## config.mk

```make
export PLATFORM = sky130hd
export DESIGN_NAME = nibble_serial_adder_ctrl
export DESIGN_NICKNAME = d
export VERILOG_FILES = /design/src/rtl/nibble_serial_adder_ctrl.sv
export SDC_FILE = /design/constraint.sdc
export NUM_CORES = 1
export LEC_CHECK = 0
export BUFFER_PORTS_ARGS = -buffer_cell sky130_fd_sc_hd__buf_4
export CORE_MARGIN = 2
export CORE_UTILIZATION = 40
export DETAILED_ROUTE_END_ITERATION = 8
export SYNTH_ARGS = -nofsm -noshare
export SYNTH_HDL_FRONTEND = slang
export SYNTH_HIERARCHICAL = 1
export SYNTH_SLANG_ARGS = --single-unit
```

## constraint.sdc

```tcl
create_clock -name clk -period 7.5 [get_ports clk]
set_input_delay 0.75 -clock clk [delete_from_list [all_inputs] [get_ports clk]]
set_output_delay 0.75 -clock clk [all_outputs]
set_load 0.03 [all_outputs]
```

## src/rtl/nibble_serial_adder_ctrl.sv

```systemverilog
// Nibble-serial wide adder: one shared 4-bit ripple adder, one nibble per clock, LSB first.
// Optional macro NIBBLE_SERIAL_SUB_EN adds a `sub` input for a - b (mod 2^W).

module ripple_circuit_adder (
    input  logic [3:0] a,
    input  logic [3:0] b,
    input  logic       cin,
    output logic [3:0] sum,
    output logic       cout
);
    logic [4:0] c;

    always_comb begin
        c    = '0;
        sum  = '0;
        c[0] = cin;
        for (int i = 0; i < 4; i++) begin
            sum[i]   = a[i] ^ b[i] ^ c[i];
            c[i + 1] = (a[i] & b[i]) | (c[i] & (a[i] ^ b[i]));
        end
        cout = c[4];
    end
endmodule

module nibble_serial_adder_ctrl #(
    parameter int NIBBLES = 4
) (
    input  logic                 clk,
    input  logic                 rst,
    input  logic                 start,
    input  logic [4*NIBBLES-1:0] a,
    input  logic [4*NIBBLES-1:0] b,
    input  logic                 cin,
`ifdef NIBBLE_SERIAL_SUB_EN
    input  logic                 sub,
`endif
    output logic                 busy,
    output logic                 done,
    output logic [4*NIBBLES-1:0] sum,
    output logic                 cout
);
    localparam int W     = 4 * NIBBLES;
    localparam int IDX_W = (NIBBLES > 1) ? $clog2(NIBBLES) : 1;

    // Handshake: start is honoured only in IDLE; busy covers RUN; done is a
    // one-cycle pulse during which sum/cout are the new result.
    typedef enum logic [1:0] {
        IDLE = 2'd0,
        RUN  = 2'd1,
        DONE = 2'd2
    } state_e;

    state_e             state_q, state_d;
    logic [W-1:0]       a_q, a_d;
    logic [W-1:0]       b_q, b_d;
    logic [W-1:0]       res_q, res_d;
    logic [IDX_W-1:0]   idx_q, idx_d;
    logic               carry_q, carry_d;
    logic               busy_q, busy_d;
    logic               done_q, done_d;
    logic [W-1:0]       sum_q, sum_d;
    logic               cout_q, cout_d;

    logic [3:0]         a_nib;
    logic [3:0]         b_nib;
    logic [3:0]         add_sum;
    logic               add_cout;
    logic [W-1:0]       b_in;
    logic               carry_in;

    ripple_circuit_adder u_adder (a_nib, b_nib, carry_q, add_sum, add_cout);

    // Subtraction stores ~b and seeds the carry with 1, so RUN is identical for both modes.
`ifdef NIBBLE_SERIAL_SUB_EN
    assign b_in     = sub ? ~b : b;
    assign carry_in = sub ? 1'b1 : cin;
`else
    assign b_in     = b;
    assign carry_in = cin;
`endif

    always_comb begin
        a_nib = '0;
        b_nib = '0;
        for (int i = 0; i < NIBBLES; i++) begin
            if (idx_q == IDX_W'(i)) begin
                a_nib = a_q[4*i +: 4];
                b_nib = b_q[4*i +: 4];
            end
        end
    end

    always_comb begin
        state_d = state_q;
        a_d     = a_q;
        b_d     = b_q;
        res_d   = res_q;
        idx_d   = idx_q;
        carry_d = carry_q;
        busy_d  = busy_q;
        done_d  = done_q;
        sum_d   = sum_q;
        cout_d  = cout_q;

        case (state_q)
            IDLE: begin
                if (start) begin
                    a_d     = a;
                    b_d     = b_in;
                    carry_d = carry_in;
                    idx_d   = '0;
                    busy_d  = 1'b1;
                    state_d = RUN;
                end
            end
            RUN: begin
                for (int i = 0; i < NIBBLES; i++) begin
                    if (idx_q == IDX_W'(i)) begin
                        res_d[4*i +: 4] = add_sum;
                    end
                end
                carry_d = add_cout;
                if (idx_q == IDX_W'(NIBBLES - 1)) begin
                    sum_d   = res_d;
                    cout_d  = add_cout;
                    busy_d  = 1'b0;
                    done_d  = 1'b1;
                    state_d = DONE;
                end else begin
                    idx_d = idx_q + IDX_W'(1);
                end
            end
            DONE: begin
                done_d  = 1'b0;
                state_d = IDLE;
            end
            default: begin
                busy_d  = 1'b0;
                done_d  = 1'b0;
                state_d = IDLE;
            end
        endcase
    end

    always_ff @(posedge clk or posedge rst) begin
        if (rst) begin
            state_q <= IDLE;
            a_q     <= '0;
            b_q     <= '0;
            res_q   <= '0;
            idx_q   <= '0;
            carry_q <= 1'b0;
            busy_q  <= 1'b0;
            done_q  <= 1'b0;
            sum_q   <= '0;
            cout_q  <= 1'b0;
        end else begin
            state_q <= state_d;
            a_q     <= a_d;
            b_q     <= b_d;
            res_q   <= res_d;
            idx_q   <= idx_d;
            carry_q <= carry_d;
            busy_q  <= busy_d;
            done_q  <= done_d;
            sum_q   <= sum_d;
            cout_q  <= cout_d;
        end
    end

    assign busy = busy_q;
    assign done = done_q;
    assign sum  = sum_q;
    assign cout = cout_q;
endmodule
```

# Word level (Yosys, flattened, before mapping)
# Index checks and enable logic that the tools add are counted.
totals:
  ff_bits: 72
  out_inout_bits: 19
  wordCells: 76
classes:
  n_addsub: 1
  n_eq_ne: 8
  n_mux: 25
  bitwise: 22
  n_reduce_logical: 10
ops:
  columns: ["cell", "n"]
  rows:
  - ["$mux 4", 12]
  - ["$reduce_and 2->1", 5]
  - ["$and 1x1->1", 8]
  - ["$mux 2", 4]
  - ["$pmux 2 s2", 2]
  - ["$xor 1x1->1", 8]
  - ["$eq 2x2->1 const B", 3]
  - ["$ne 2x2->1 const B", 3]
  - ["$reduce_and 3->1", 2]
  - ["$eq 2x1->1 const B", 2]
  - ["$logic_not 2->1", 2]
  - ["$mux 1", 4]
  - ["$or 1x1->1", 4]
  - ["$pmux 1 s2", 2]
  - ["$pmux 1 s3", 1]
  - ["$add 2x1->2 const B", 1]
  - ["$not 1->1", 2]
  - ["$reduce_bool 2->1", 1]

# Longest topological paths before layout
logic_depth:
  depth_word: 15
  depth_mapped: 17
  ltp_nobuf: 15

# Hierarchy
# Netlist, hierarchy kept.
by_module_without_submodules:
  columns: ["mod", "n_inst", "cells_per_inst", "area_each_um2"]
  rows:
  - ["nibble_serial_adder_ctrl", 1, 231, 3156.8]
  - ["ripple_circuit_adder", 1, 14, 117.6]

# Worst setup path after synthesis
# Ideal clock, no wire load.
synth_path:
  path_type: "register to register"
  from: "register idx_q[0]"
  to: "register res_q[11]"
  setup_time_ps: 125
  t_arrival_ps: 3097
  required_ps: 7375
  path_slack_ps: 4279
  path_stages_with_launch: 17
  n_path_buf: 2
  period_less_slack_ps: 3221
  path_cell_list: "dfrtp_1 inv_1 ha_1 buf_4 nor2b_1 buf_4 a22oi_1 a221oi_1 fa_1 inv_1 fa_1 inv_1 fa_1 inv_1 fa_1 inv_1 mux2_2"
synth_via:
  elab_chain_len: 14
  elab_cells_between_ends: 27
  cone_classes: "eq/ne (3); mux (9); bitwise (14); reduce/logical (1)"
synth_lines:
  columns: ["item", "line_no", "text"]
  rows:
  - ["start: declaration", "57", "logic [IDX_W-1:0] idx_q, idx_d;"]
  - ["start signal: assignment", "162", "idx_q <= idx_d;"]
  - ["$logic_not 2->1", "86", "if (idx_q == IDX_W'(i)) begin"]
  - ["$mux 4 (3 in series)", "86", null]
  - ["$mux 4 *", "86", null]
  - ["named net a_nib[0]", "64", "logic [3:0] a_nib;"]
  - ["$xor 1x1->1", "19", "c[i + 1] = (a[i] & b[i]) | (c[i] & (a[i] ^ b[i]));"]
  - ["$and 1x1->1", "19", null]
  - ["$or 1x1->1 *", "19", null]
  - ["$and 1x1->1 *", "19", null]
  - ["$or 1x1->1 *", "19", null]
  - ["$and 1x1->1 *", "19", null]
  - ["$or 1x1->1 *", "19", null]
  - ["$xor 1x1->1 *", "18", "sum[i] = a[i] ^ b[i] ^ c[i];"]
  - ["named net add_sum[3]", "66", "logic [3:0] add_sum;"]
  - ["$mux 4 *", "118", "if (idx_q == IDX_W'(i)) begin"]
  - ["end signal: assignment", "161", "res_q <= res_d;"]
  - ["end: declaration", "56", "logic [W-1:0] res_q, res_d;"]
# Mark *: on every way through the listed nets, which the timed path passes. The rest lies on a longest branch.
# A chain may end at the register's enable or synchronous reset.

# Worst setup path after layout
layout_path:
  from: "register idx_q[1]"
  to: "register res_q[7]"
# The elaborated chain is that of the path after synthesis.

==> impl_metrics.tcl <==
set metrics [dict create \
    area.growth.synth_to_final_pct 19.5 \
    io_buffer_count 54 \
    placedInstanceArea_um2 3700 \
    postSynthNetCount 289 \
    min-delay-path-class "reg -> reg" \
    worstSetupStartpointType "register" \
    rsz0062_at_grt "no" \
    critical_path.n_buffers_inverters 5 \
    register_bit_count_reported_by_yosys 68 \
    synth.cell_area_um2 3270 \
    die_y_um 94.5 \
    finalHoldWorstSlack_ns 0.483 \
    htree_levels 3 \
    critical_path.top_delay_family "adder cells" \
    powerDensity_nw_per_um2 542 \
    instances_no_fill 405 \
    synth_area_per_cell_um2 13.4 \
    clock_tree.root_cell "sky130_fd_sc_hd__clkbuf_8" \
    max_slew_headroom_pct 43.2 \
    maxSlewViolCount 0 \
    ctsResizeCount 0 \
    post_synth_fa_ha_maj_area_fraction_pct 3.97 \
    cts.sink_count 68 \
    dp_cells 389 \
    core_rows 32 \
    worst_ep_arrival_time_ns 4.18 \
    n_antenna_cell 0 \
    vias 1967 \
    post_synthesis_mux_area_share_pct 23.8 \
    multiInputGateArea_um2 1370 \
    crit_type "reg -> reg" \
    antenna_found_initial 0 \
    vdd_drop_max_mv 0.240 \
    average_routed_wire_per_standard_cell_um 15.4 \
    fin_nets 342 \
    grt_pass1_wl_mm 10.5 \
    synth_top_family_by_area "multiplexers" \
    run_status "finished, final reports clean" \
    first_global_vias 2034 \
    netlist_instances 245 \
    clkSlewWorstSetupHoldPaths_ns 0.07 \
    cp_slowest_stage_delay_ns 0.58 \
    final_layout_size_suffix_gt1_share_pct 40.9 \
    route.final.wire_length_mm 6.25 \
    chain_of_cells_forming_the_critical_path "inv_1, ha_1, nor2b_1, a22oi_1, a221oi_1, fa_1, inv_1, fa_1, inv_1, fa_1, inv_1, fa_1, inv_1, mux2_2" \
    finClkSkew_ns 0.00605 \
    routed_via_density 4.86 \
    pin_count 55 \
    detail_route.iter0.violations 93 \
    gp_congestion 0.793 \
    yosys.cell_types.count 34 \
    yosys_warnings 6 \
    core-area_um2 7850 \
    overflow 0 \
    total_negative_setup_slacks_ns 0 \
    clock_tree_from_tritoncts "yes" \
    setup_viol 0 \
    timing.max_cap.violations 0 \
    fin_area_um2 3910 \
    required_ns 7.72 \
    dp_worst_slack_ns 3.54 \
    layout.area.seq_um2 1700 \
    cts_setup_buffers 0 \
    drt.antenna.violating_nets 0 \
    synth_enable_flop_cells 0 \
    yosys.area_share.xor_xnor_pct 0 \
    critical_path.most_common_cell "sky130_fd_sc_hd__inv_1" \
    slowest_stage "sky130_fd_sc_hd__nor2b_1" \
    end_kind "register" \
    grt_max_degree 69 \
    die_outline_width_um 94.5 \
    holdBufCountCts 0 \
    layout_commonest_cell "sky130_fd_sc_hd__dfrtp_1" \
    commonest_cells_after_routing_fill_and_taps_aside "68 x sky130_fd_sc_hd__dfrtp_1, 55 x sky130_fd_sc_hd__buf_4, 29 x sky130_fd_sc_hd__mux2_4, 21 x sky130_fd_sc_hd__inv_1, 20 x sky130_fd_sc_hd__mux2_2" \
    cts.path.max_buffers 2 \
    remaining_drc_errors 0 \
    critical_path.startpoint "idx_q[1]$_DFFE_PP0P_" \
    place.detailed.hpwl_mm 4.47 \
    dominantRegCellSynth "sky130_fd_sc_hd__dfrtp_1" \
    tightest_slew_ns 0.851 \
    tritoncts.num_buffers 9 \
    max_freq_ghz 0.253 \
    synth.yosys.seq_area_share_pct 52.0 \
    leakagePower_nw 1.88 \
    worst_skew_pair.late_latency_ns 0.34 \
    synthSimpleGateAreaFrac_pct 6.11 \
    hold_viol 0 \
    postLayoutSetupSlackWorst_ns 3.54 \
    drt-pass1-iter-count 4 \
    timing.final.crit_period_ns 3.96 \
    synth-compound-area-share_pct 7.95 \
    design.die.area_um2 8930 \
    total_grt_usage_pct 15.7 \
    crit_path_max_fanout 14 \
    regToRegStartpoint "idx_q[1]$_DFFE_PP0P_" \
    min-delay-start "sum[1]$_DFFE_PP0P_" \
    nFillCells 740 \
    initial_utilization_pct 41.7 \
    min_period_over_period_pct 52.8 \
    asyncSetResetFlopFracSynth_pct 100 \
]
layout make-up:
type / count / share of cell area, %
repair buffers: 55 / 10.6
clock inverters: 5 / 1.92
flip-flops and latches: 68 / 43.5
multi-input cells: 142 / 35.0
well taps: 102 / 3.26
inverters: 22 / 2.11
clock buffers: 11 / 3.61
registers in the layout, indices dropped and copies added (netlist names):
| name | count |
|---|---|
| a_q | 16 |
| carry_q | 1 |
| cout | 1 |
| sum | 16 |
| state_q | 2 |
| res_q | 12 |
| busy | 1 |
| done | 1 |
| idx_q | 2 |
| b_q | 16 |
where the power goes:
part	switching (mW)	internal, mW
sequential	0.121	0.556
combinational	0.598	0.516
clock	0.134	0.195
logic make-up after synthesis:
logic type	after synthesis
flops	68
mux	61
compound gates	41
buf+inv	35
simple gates	32
fa+ha+maj	8
path summary, 6_finish.rpt:
kind | endpoint | slack, ns | cells past startpoint
max in group asynchronous | res_q[5]$_DFFE_PP0P_ | 6.28 | 3
worst min register to register | sum[1]$_DFFE_PP0P_ | 0.48 | 2
worst max-delay path | res_q[7]$_DFFE_PP0P_ | 3.54 | 14
worst min-delay path | sum[1]$_DFFE_PP0P_ | 0.48 | 2
min in group asynchronous | a_q[15]$_DFFE_PP0P_ | 0.67 | 3
worst max register to register | res_q[7]$_DFFE_PP0P_ | 3.54 | 14
metrics by stage:
stage,power [mW],utilization [%]
6_report,2.12,49.9
5_1_grt,2.30,49.9
4_1_cts,2.15,49.9
3_5_place_dp,1.82,47.1
3_3_place_gp,1.80,47.1
2_1_floorplan,1.53,-
synth_stat cells (5+ instances only):
library cell | n | area [um2]
sky130_fd_sc_hd__mux2_4 | 29 | 435
sky130_fd_sc_hd__a21oi_1 | 5 | 25.0
sky130_fd_sc_hd__o21ai_0 | 15 | 75.1
sky130_fd_sc_hd__a22oi_1 | 8 | 60.1
sky130_fd_sc_hd__dfrtp_1 | 68 | 1700
sky130_fd_sc_hd__mux2_2 | 20 | 225
sky130_fd_sc_hd__mux2i_1 | 12 | 120
sky130_fd_sc_hd__inv_1 | 22 | 82.6
sky130_fd_sc_hd__nand2_1 | 17 | 63.8
sky130_fd_sc_hd__buf_2 | 5 | 25.0
sky130_fd_sc_hd__nor3b_1 | 5 | 37.5
layer usage:
metal | vias up | share of wire, % | GRT usage [%]
met1 | 959 | 47 | 21.9
met5 | - | 0 | 0
met2 | 42 | 48 | 23.8
li1 | 955 | - | -
met4 | 0 | 1.8 | 7.61
met3 | 11 | 2.9 | 2.79
worst register-to-register path: stages, from the launching register on:
cell	delay, ns
sky130_fd_sc_hd__dfrtp_1	0.42
sky130_fd_sc_hd__inv_1	0.09
sky130_fd_sc_hd__ha_1	0.40
sky130_fd_sc_hd__nor2b_1	0.58
sky130_fd_sc_hd__a22oi_1	0.15
sky130_fd_sc_hd__a221oi_1	0.42
sky130_fd_sc_hd__fa_1	0.24
sky130_fd_sc_hd__inv_1	0.05
sky130_fd_sc_hd__fa_1	0.36
sky130_fd_sc_hd__inv_1	0.08
sky130_fd_sc_hd__fa_1	0.16
sky130_fd_sc_hd__inv_1	0.05
sky130_fd_sc_hd__fa_1	0.47
sky130_fd_sc_hd__inv_1	0.10
sky130_fd_sc_hd__mux2_2	0.28
No activity file was read; power rests on OpenSTA's default activity.
